`src/rtl/alu_branch_unit_if.sv`:
```
// Bundles the ALU, ID-stage branch and fetch-prediction signals of alu_branch_unit.
// master drives operands and instruction fields; slave returns results and redirects.
interface alu_branch_unit_if;
    logic [15:0] alu_a;
    logic [15:0] alu_b;
    logic [3:0]  alu_op;
    logic [5:0]  alu_func;
    logic [15:0] alu_c;
    logic [3:0]  id_op;
    logic [5:0]  id_func;
    logic [11:0] id_imm;
    logic        id_valid;
    logic [15:0] br_src1;
    logic [15:0] br_src2;
    logic [15:0] id_pc;
    logic [15:0] id_pred_next;
    logic [15:0] pc;
    logic [15:0] predicted_next_pc;
    logic        zero;
    logic [15:0] jump_pc;
    logic        jump;
    logic        unconditional_jump;

    modport master (
        output alu_a, alu_b, alu_op, alu_func,
        output id_op, id_func, id_imm, id_valid,
        output br_src1, br_src2, id_pc, id_pred_next, pc,
        input  alu_c, predicted_next_pc, zero, jump_pc, jump, unconditional_jump
    );

    modport slave (
        input  alu_a, alu_b, alu_op, alu_func,
        input  id_op, id_func, id_imm, id_valid,
        input  br_src1, br_src2, id_pc, id_pred_next, pc,
        output alu_c, predicted_next_pc, zero, jump_pc, jump, unconditional_jump
    );
endinterface

```
`src/rtl/alu_branch_unit.sv`:
```
// 16-bit combinational ALU, ID-stage branch resolution, and a 16-entry
// direct-mapped BTB with 2-bit counters for next-PC prediction.
module alu_branch_unit (
    input logic              clk,
    input logic              reset_n,  // active-high asynchronous reset
    alu_branch_unit_if.slave bus
);

    logic [15:0] w_alu_c;

    always_comb begin
        w_alu_c = '0;
        case (bus.alu_op)
            4'd15: begin
                case (bus.alu_func)
                    6'd0:    w_alu_c = bus.alu_a + bus.alu_b;
                    6'd1:    w_alu_c = bus.alu_a - bus.alu_b;
                    6'd2:    w_alu_c = bus.alu_a & bus.alu_b;
                    6'd3:    w_alu_c = bus.alu_a | bus.alu_b;
                    6'd4:    w_alu_c = ~bus.alu_a;
                    6'd5:    w_alu_c = ~bus.alu_a + 16'd1;
                    6'd6:    w_alu_c = {bus.alu_a[14:0], 1'b0};
                    6'd7:    w_alu_c = {bus.alu_a[15], bus.alu_a[15:1]};
                    6'd28:   w_alu_c = bus.alu_a;
                    default: w_alu_c = '0;
                endcase
            end
            4'd4, 4'd7, 4'd8: w_alu_c = bus.alu_a + bus.alu_b;
            4'd5:             w_alu_c = bus.alu_a | {8'h00, bus.alu_b[7:0]};
            4'd6:             w_alu_c = {bus.alu_b[7:0], 8'h00};
            default:          w_alu_c = '0;
        endcase
    end

    assign bus.alu_c = w_alu_c;

    logic        w_zero;
    logic        w_jr;
    logic        w_cond;
    logic        w_uncond;
    logic        w_ctrl;
    logic [15:0] w_pc_inc;
    logic [15:0] w_br_tgt;
    logic [15:0] w_taken_tgt;
    logic [15:0] w_jump_pc;

    always_comb begin
        w_zero = 1'b0;
        case (bus.id_op)
            4'd0:    w_zero = (bus.br_src1 != bus.br_src2);
            4'd1:    w_zero = (bus.br_src1 == bus.br_src2);
            4'd2:    w_zero = ($signed(bus.br_src1) > 16'sd0);
            4'd3:    w_zero = bus.br_src1[15];
            default: w_zero = 1'b0;
        endcase
    end

    assign w_jr     = (bus.id_op == 4'd15) && ((bus.id_func == 6'd25) || (bus.id_func == 6'd26));
    assign w_cond   = (bus.id_op <= 4'd3);
    assign w_uncond = (bus.id_op == 4'd9) || (bus.id_op == 4'd10) || w_jr;
    assign w_ctrl   = w_cond || w_uncond;
    assign w_pc_inc = bus.id_pc + 16'd1;
    assign w_br_tgt = w_pc_inc + {{8{bus.id_imm[7]}}, bus.id_imm[7:0]};

    // Target if the transfer is taken; non-control ops fall through to pc+1.
    always_comb begin
        w_taken_tgt = w_pc_inc;
        if (w_cond)
            w_taken_tgt = w_br_tgt;
        else if ((bus.id_op == 4'd9) || (bus.id_op == 4'd10))
            w_taken_tgt = {bus.id_pc[15:12], bus.id_imm};
        else if (w_jr)
            w_taken_tgt = bus.br_src1;
    end

    assign w_jump_pc = (w_cond && !w_zero) ? w_pc_inc : w_taken_tgt;

    assign bus.zero               = w_zero;
    assign bus.jump_pc            = w_jump_pc;
    assign bus.jump               = bus.id_valid && (w_jump_pc != bus.id_pred_next);
    assign bus.unconditional_jump = bus.id_valid && w_uncond;

    logic [15:0] r_valid;
    logic [11:0] r_tag    [16];
    logic [15:0] r_target [16];
    logic [1:0]  r_cnt    [16];

    logic [3:0]  w_widx;
    logic        w_whit;
    logic [1:0]  w_cnt_next;

    assign w_widx = bus.id_pc[3:0];
    assign w_whit = r_valid[w_widx] && (r_tag[w_widx] == bus.id_pc[15:4]);

    always_comb begin
        w_cnt_next = 2'd1;
        if (w_uncond)
            w_cnt_next = 2'd3;
        else if (w_whit)
            w_cnt_next = w_zero ? ((r_cnt[w_widx] == 2'd3) ? 2'd3 : r_cnt[w_widx] + 2'd1)
                                : ((r_cnt[w_widx] == 2'd0) ? 2'd0 : r_cnt[w_widx] - 2'd1);
        else
            w_cnt_next = w_zero ? 2'd2 : 2'd1;
    end

    always_ff @(posedge clk or posedge reset_n) begin
        if (reset_n) begin
            r_valid  <= '0;
            r_tag    <= '{default: '0};
            r_target <= '{default: '0};
            r_cnt    <= '{default: 2'd1};
        end else if (bus.id_valid && w_ctrl) begin
            r_valid[w_widx]  <= 1'b1;
            r_tag[w_widx]    <= bus.id_pc[15:4];
            r_target[w_widx] <= w_taken_tgt;
            r_cnt[w_widx]    <= w_cnt_next;
        end
    end

    logic [3:0] w_pidx;
    logic       w_phit;

    assign w_pidx = bus.pc[3:0];
    assign w_phit = r_valid[w_pidx] && (r_tag[w_pidx] == bus.pc[15:4]) && (r_cnt[w_pidx] >= 2'd2);

    assign bus.predicted_next_pc = w_phit ? r_target[w_pidx] : bus.pc + 16'd1;

endmodule

```
`src/flat_wrapper.sv`:
```
// flat-port wrapper written by rule: the top's interface ports become plain ports
module alu_branch_unit_flat 
  (clk, reset_n, bus_alu_a, bus_alu_b, bus_alu_op, bus_alu_func, bus_id_op, bus_id_func, bus_id_imm, bus_id_valid, bus_br_src1, bus_br_src2, bus_id_pc, bus_id_pred_next, bus_pc, bus_alu_c, bus_predicted_next_pc, bus_zero, bus_jump_pc, bus_jump, bus_unconditional_jump);
  alu_branch_unit_if bus_i ();
  input logic clk;
  input logic reset_n;
  input wire logic [$bits(bus_i.alu_a)-1:0] bus_alu_a;
  input wire logic [$bits(bus_i.alu_b)-1:0] bus_alu_b;
  input wire logic [$bits(bus_i.alu_op)-1:0] bus_alu_op;
  input wire logic [$bits(bus_i.alu_func)-1:0] bus_alu_func;
  input wire logic [$bits(bus_i.id_op)-1:0] bus_id_op;
  input wire logic [$bits(bus_i.id_func)-1:0] bus_id_func;
  input wire logic [$bits(bus_i.id_imm)-1:0] bus_id_imm;
  input wire logic [$bits(bus_i.id_valid)-1:0] bus_id_valid;
  input wire logic [$bits(bus_i.br_src1)-1:0] bus_br_src1;
  input wire logic [$bits(bus_i.br_src2)-1:0] bus_br_src2;
  input wire logic [$bits(bus_i.id_pc)-1:0] bus_id_pc;
  input wire logic [$bits(bus_i.id_pred_next)-1:0] bus_id_pred_next;
  input wire logic [$bits(bus_i.pc)-1:0] bus_pc;
  output wire logic [$bits(bus_i.alu_c)-1:0] bus_alu_c;
  output wire logic [$bits(bus_i.predicted_next_pc)-1:0] bus_predicted_next_pc;
  output wire logic [$bits(bus_i.zero)-1:0] bus_zero;
  output wire logic [$bits(bus_i.jump_pc)-1:0] bus_jump_pc;
  output wire logic [$bits(bus_i.jump)-1:0] bus_jump;
  output wire logic [$bits(bus_i.unconditional_jump)-1:0] bus_unconditional_jump;
  assign bus_i.alu_a = bus_alu_a;
  assign bus_i.alu_b = bus_alu_b;
  assign bus_i.alu_op = bus_alu_op;
  assign bus_i.alu_func = bus_alu_func;
  assign bus_i.id_op = bus_id_op;
  assign bus_i.id_func = bus_id_func;
  assign bus_i.id_imm = bus_id_imm;
  assign bus_i.id_valid = bus_id_valid;
  assign bus_i.br_src1 = bus_br_src1;
  assign bus_i.br_src2 = bus_br_src2;
  assign bus_i.id_pc = bus_id_pc;
  assign bus_i.id_pred_next = bus_id_pred_next;
  assign bus_i.pc = bus_pc;
  assign bus_alu_c = bus_i.alu_c;
  assign bus_predicted_next_pc = bus_i.predicted_next_pc;
  assign bus_zero = bus_i.zero;
  assign bus_jump_pc = bus_i.jump_pc;
  assign bus_jump = bus_i.jump;
  assign bus_unconditional_jump = bus_i.unconditional_jump;
  alu_branch_unit u_core (.clk(clk), .reset_n(reset_n), .bus(bus_i));
endmodule
```
`config.mk`:
```
export PLATFORM = sky130hd
export DESIGN_NAME = alu_branch_unit_flat
export DESIGN_NICKNAME = d
export VERILOG_FILES = /design/src/rtl/alu_branch_unit_if.sv /design/src/rtl/alu_branch_unit.sv /design/src/flat_wrapper.sv
export SDC_FILE = /design/constraint.sdc
export NUM_CORES = 2
export LEC_CHECK = 0
export BUFFER_PORTS_ARGS = -buffer_cell sky130_fd_sc_hd__buf_2
export CAP_MARGIN = 10
export CORE_ASPECT_RATIO = 1.75
export CORE_MARGIN = 2
export CORE_UTILIZATION = 30
export DETAILED_ROUTE_END_ITERATION = 8
export PLACE_DENSITY = 0.43
export SLEW_MARGIN = 20
export SYNTH_ARGS = -nofsm -noshare
export SYNTH_HDL_FRONTEND = slang
export SYNTH_SLANG_ARGS = --single-unit
```
`constraint.sdc`:
```
create_clock -name clk -period 19.4 [get_ports clk]
set_input_delay 1.94 -clock clk [delete_from_list [all_inputs] [get_ports clk]]
set_output_delay 1.94 -clock clk [all_outputs]
set_load 0.005 [all_outputs]
```
; Word-level counts from Yosys, hierarchy flattened
; Cells that the tools add are included.
[op_classes]
n_addsub = 8
magnitude_cmp = 9
eq_ne = 28
mux = 44
bitwise = 7
n_reduce_logical = 19
[ops]
columns = op, count
row1 = $bwmux 256, 1
row2 = $bwmux 192, 1
row3 = $pmux 16 s9, 1
row4 = $mux 16, 8
row5 = $bmux 12 s4, 2
row6 = $bmux 16 s4, 1
row7 = $demux 16 s4, 1
row8 = $pmux 16 s4, 1
row9 = $mux 12, 5
row10 = $add 16x1->16 const B, 3
row11 = $demux 12 s4, 1
row12 = $add 16x16->16, 2
row13 = $bwmux 32, 1
row14 = $ne 16x16->1, 2
row15 = $or 16x16->16, 2
row16 = $eq 12x12->1, 2
row17 = $eq 6x3->1 const B, 4
row18 = $mux 2, 11
row19 = $eq 4x4->1 const B, 5
row20 = $eq 6x5->1 const B, 3
row21 = $and 16x16->16, 1
row22 = $bmux 2 s4, 2
row23 = $eq 16x16->1, 1
row24 = $eq 4x3->1 const B, 4
row25 = other kinds (30), 50
[totals]
register_bits = 496
input_bits = 147

; Depth between registers and ports, before layout
[depth]
word_depth = 10
ltp_mapped = 19

; Least setup slack after synthesis
; Ideal clock, no wire load.
[synth_path]
path_kind = input -> output
from = input bus_id_pc[1]
to = output bus_jump
arrival_time_ns = 5.920
setup_slack_ns = 11.540
cell_stages = 18
path_buffers = 3
path_cell_list = clkbuf_1 > buf_2 > buf_2 > nand2_1 > or4_1 > and2_1 > inv_1 > ha_1 > nand3_1 > nor2_1 > a2111oi_0 > o31a_1 > o21ai_0 > a41o_1 > nor3b_1 > nand2_1 > a31o_1 > a41oi_1
[synth_between]
elab_chain_cells = 7
[synth_lines]
columns = element, line_no
row1 = "start, declared", flat_wrapper.sv:17  ; input wire logic [$bits(bus_i.id_pc)-1:0] bus_id_pc;
row2 = $add 16x1->16 *, alu_branch_unit.sv:62  ; assign w_pc_inc = bus.id_pc + 16'd1;
row3 = branches (longest 3 deep; another with $add 16x16->16), -
row4 = $mux 16 *, alu_branch_unit.sv:76  ; assign w_jump_pc = (w_cond && !w_zero) ? w_pc_inc : w_taken_tgt;
row5 = $ne 16x16->1 *, alu_branch_unit.sv:80  ; assign bus.jump = bus.id_valid && (w_jump_pc != bus.id_pred_next);
row6 = $logic_and 1x1->1 *, alu_branch_unit.sv:80
row7 = "end, declared", flat_wrapper.sv:24  ; output wire logic [$bits(bus_i.jump)-1:0] bus_jump;
; Every way passes the cells marked *.

; Worst setup path in the final report
[layout_path]
from = input bus_id_pc[0]
to = output bus_jump
; Same word-level chain as after synthesis.

==> flow_metrics.tcl <==
set metrics [dict create \
    status "complete, no violations" \
    grt_first_pass_wirelength_mm 162 \
    top_layer "met4" \
    rsz0062_at_grt "false" \
    core_area_mm2 0.0969 \
    syn_inst 2751 \
    antenna_found_initial 4 \
    drt-pass1-iter-count 7 \
    setup_violations 0 \
    synth_warnings 0 \
    synthFlopType "dfrtp_1" \
    clock_skew_ps 25.6 \
    max_slew.worst_pin.slew_ps 1110 \
    fmax_ghz 0.113 \
    hold_path_startpoint "u_core.r_cnt[8]" \
    finalMaxSlewViolations 0 \
    place_congestion 0.891 \
    hold_violations 0 \
    cts_sinks 496 \
    power.share.clock 0.317 \
    cts_buffer_depth 3 \
    holdBufCountCts 0 \
    vias 22600 \
    die_w_um 240 \
    fin_util 0.342 \
    critPathMostFrequentCell "ha_1" \
    dp_hpwl_mm 73.5 \
    htree_levels 2 \
    syn_nets 2973 \
    switching_power_w 0.000922 \
    r2r_start "u_core.r_tag[51]" \
    fin_crit_ps 8880 \
    die_h_um 418 \
    cp.required_ps 17460 \
    ctsResizeCount 0 \
    sw_frac_of_total 0.304 \
    dr_wl_met3_mm 4.56 \
    detail_route.wl_per_cell_um 26.3 \
    path_clk_slew_ps 60 \
    drtIter0Drc 1493 \
    synth_edf_count 0 \
    synth-seq-area-share 0.424 \
    io_buffers 197 \
    p_int_w 0.00211 \
    powerDensity_mw_per_mm2 91.5 \
    ios 198 \
    crit_path_end_kind "primary output" \
    vias_per_cell 5.41 \
    cts_root_buf "clkbuf_16" \
    synth.distinct_cells 77 \
    yosys_register_bits 496 \
    netlist_area_mm2 0.0293 \
    row_count 151 \
    overflow 0 \
    max_stage_delay_ps 650 \
    irDropWorstVdd_uv 57.0 \
    routed-wl-met2_mm 59.2 \
    drc 0 \
    fin_crit_sh 0.458 \
    cp_slowest_cell "nor3b_4" \
    drt_wl_total_mm 110 \
    hold_class "register to register" \
    startpoint "bus_id_pc[0]" \
    cp_max_fo 34 \
    die-area_mm2 0.100 \
    postCtsSetupBuffers 0 \
    cap_violations 0 \
    timing.slew.headroom 0.256 \
    area_growth_pct 13.1 \
    grt_pass1_vias 23800 \
    grt_max_degree 111 \
    track_usage 0.220 \
    cts_tree "built" \
    power_leakage_nw 14.3 \
    ant_nets 0 \
    drt-met1-wl_mm 40.9 \
    clock_latency_ps 640 \
    critPathKind "input port to primary output" \
    initial_core_util 0.302 \
    final.setup.tns_ps 0 \
    crit_arrival_ps 6940 \
    drive_above_1_share 0.263 \
    p_seq_frac 0.451 \
    synthArstFlopShare 1.00 \
    path_buf_inv 2 \
    path_cells "buf_4 -> ha_1 -> and4_1 -> nand4_1 -> xnor2_1 -> ha_1 -> nand3_1 -> nor2_1 -> a2111oi_0 -> o31a_1 -> o21ai_0 -> a41o_1 -> nor3b_4 -> nand2_1 -> a31o_1 -> a41oi_1 -> buf_2" \
    avgSynthCellArea_um2 10.7 \
    cts_buffers 49 \
    crit_family "compound AO/OA/AOI/OAI gates" \
    finalNetCount 3053 \
    cp-start-kind "input port" \
    power_frac_comb 0.233 \
]
-- stage by stage --
| stage | cells | total power [W] | hold slack (ps) | worst slack [ps] | area [um^2] |
|---|---|---|---|---|---|
| floorplan | 2751 | 0.00185 | 443 | 3640 | 29300 |
| global placement | 4079 | 0.00207 | 451 | 10230 | 31600 |
| detailed placement | 4080 | 0.00210 | 456 | 10280 | 31600 |
| CTS | 4170 | 0.00307 | 466 | 10280 | 33100 |
| global route | 4172 | 0.00319 | 474 | 10150 | 33100 |
| finish | 4172 | 0.00303 | 464 | 10520 | 33100 |
-- power groups by stage --
stage,combinational (W),clock [W],sequential [W]
floorplan,0.000506,0,0.00134
global placement,0.000700,0,0.00137
detailed placement,0.000716,0,0.00138
CTS,0.000718,0.000985,0.00136
global route,0.000777,0.00103,0.00139
finish,0.000706,0.000960,0.00137
-- kinds of logic after synthesis --
group	Yosys count	synth area share
simple gates	770	0.115
xor+xnor	117	0.0350
flops	496	0.424
mux	394	0.233
buf+inv	294	0.0398
compound gates	605	0.121
fa+ha+maj	75	0.0328
-- state kept, by name, indices dropped and copies added (netlist names) --
signal,cells
u_core.r_target,256
u_core.r_tag,192
u_core.r_cnt,32
u_core.r_valid,16
-- metal layers --
layer / up-vias / track usage
met5: - / 0
met4: 0 / 0.0944
met3: 206 / 0.0263
met2: 643 / 0.412
met1: 11600 / 0.248
li1: 10100 / -
-- cells in the final DEF, fill, tap and decap left out, drive strengths merged, types with 12 or more instances in the layout --
cell / Yosys / layout
a21oi: 71 / 71
a221oi: 15 / 15
buf: 40 / 253
clkbuf: 185 / 75
clkinv: 0 / 12
dfrtp: 480 / 480
dfstp: 16 / 16
ha: 72 / 72
inv: 69 / 70
mux2: 161 / 161
mux2i: 19 / 19
mux4: 214 / 214
nand2: 492 / 492
nand2b: 27 / 27
nand3: 42 / 42
nand4: 28 / 28
nor2: 86 / 86
nor3: 17 / 17
nor4: 12 / 12
o211ai: 21 / 21
o21ai: 375 / 375
or3: 13 / 13
xnor2: 85 / 85
xor2: 32 / 32
-- final cells by class --
cell class | count | area (um^2)
Clock inverter | 16 | 136
Timing Repair Buffer | 254 | 1430
Sequential cell | 496 | 12400
Multi-Input combinational cell | 1961 | 15800
Fill cell | 9821 | 63800
Antenna cell | 2 | 5.00
Inverter | 69 | 267
Tap cell | 1300 | 1630
Clock buffer | 74 | 1420
-- cells in the mapped netlist (all sizes together) (21+ instances only) --
| cell | count | share of area |
|---|---|---|
| clkbuf | 185 | 0.024 |
| o211ai | 21 | 0.0054 |
| nand2 | 492 | 0.063 |
| inv | 69 | 0.0088 |
| mux4 | 214 | 0.16 |
| xor2 | 32 | 0.0096 |
| dfrtp | 480 | 0.41 |
| nand3 | 42 | 0.0072 |
| xnor2 | 85 | 0.025 |
| nor2 | 86 | 0.011 |
| o21ai | 375 | 0.064 |
| nand4 | 28 | 0.0060 |
| buf | 40 | 0.0073 |
| a21oi | 71 | 0.012 |
| ha | 72 | 0.031 |
| mux2 | 161 | 0.062 |
| nand2b | 27 | 0.0058 |
-- tightest hold or removal path: stages (launching register included) --
cell and delay (ps):
dfstp_2 370, nand2_1 40, o21ai_1 50
-- path summary, 6_finish.rpt --
path / endpoint / slack (ps) / cells after the start
setup / recovery: bus_jump / 10520 / 17
hold / removal: u_core.r_cnt[8] / 460 / 2
setup reg to reg: u_core.r_cnt[3] / 16100 / 9
hold reg to reg: u_core.r_cnt[8] / 460 / 2
max in group asynchronous: u_core.r_tag[76] / 14130 / 6
min in group asynchronous: u_core.r_target[80] / 1390 / 2
(Power assumes the default switching activity.)
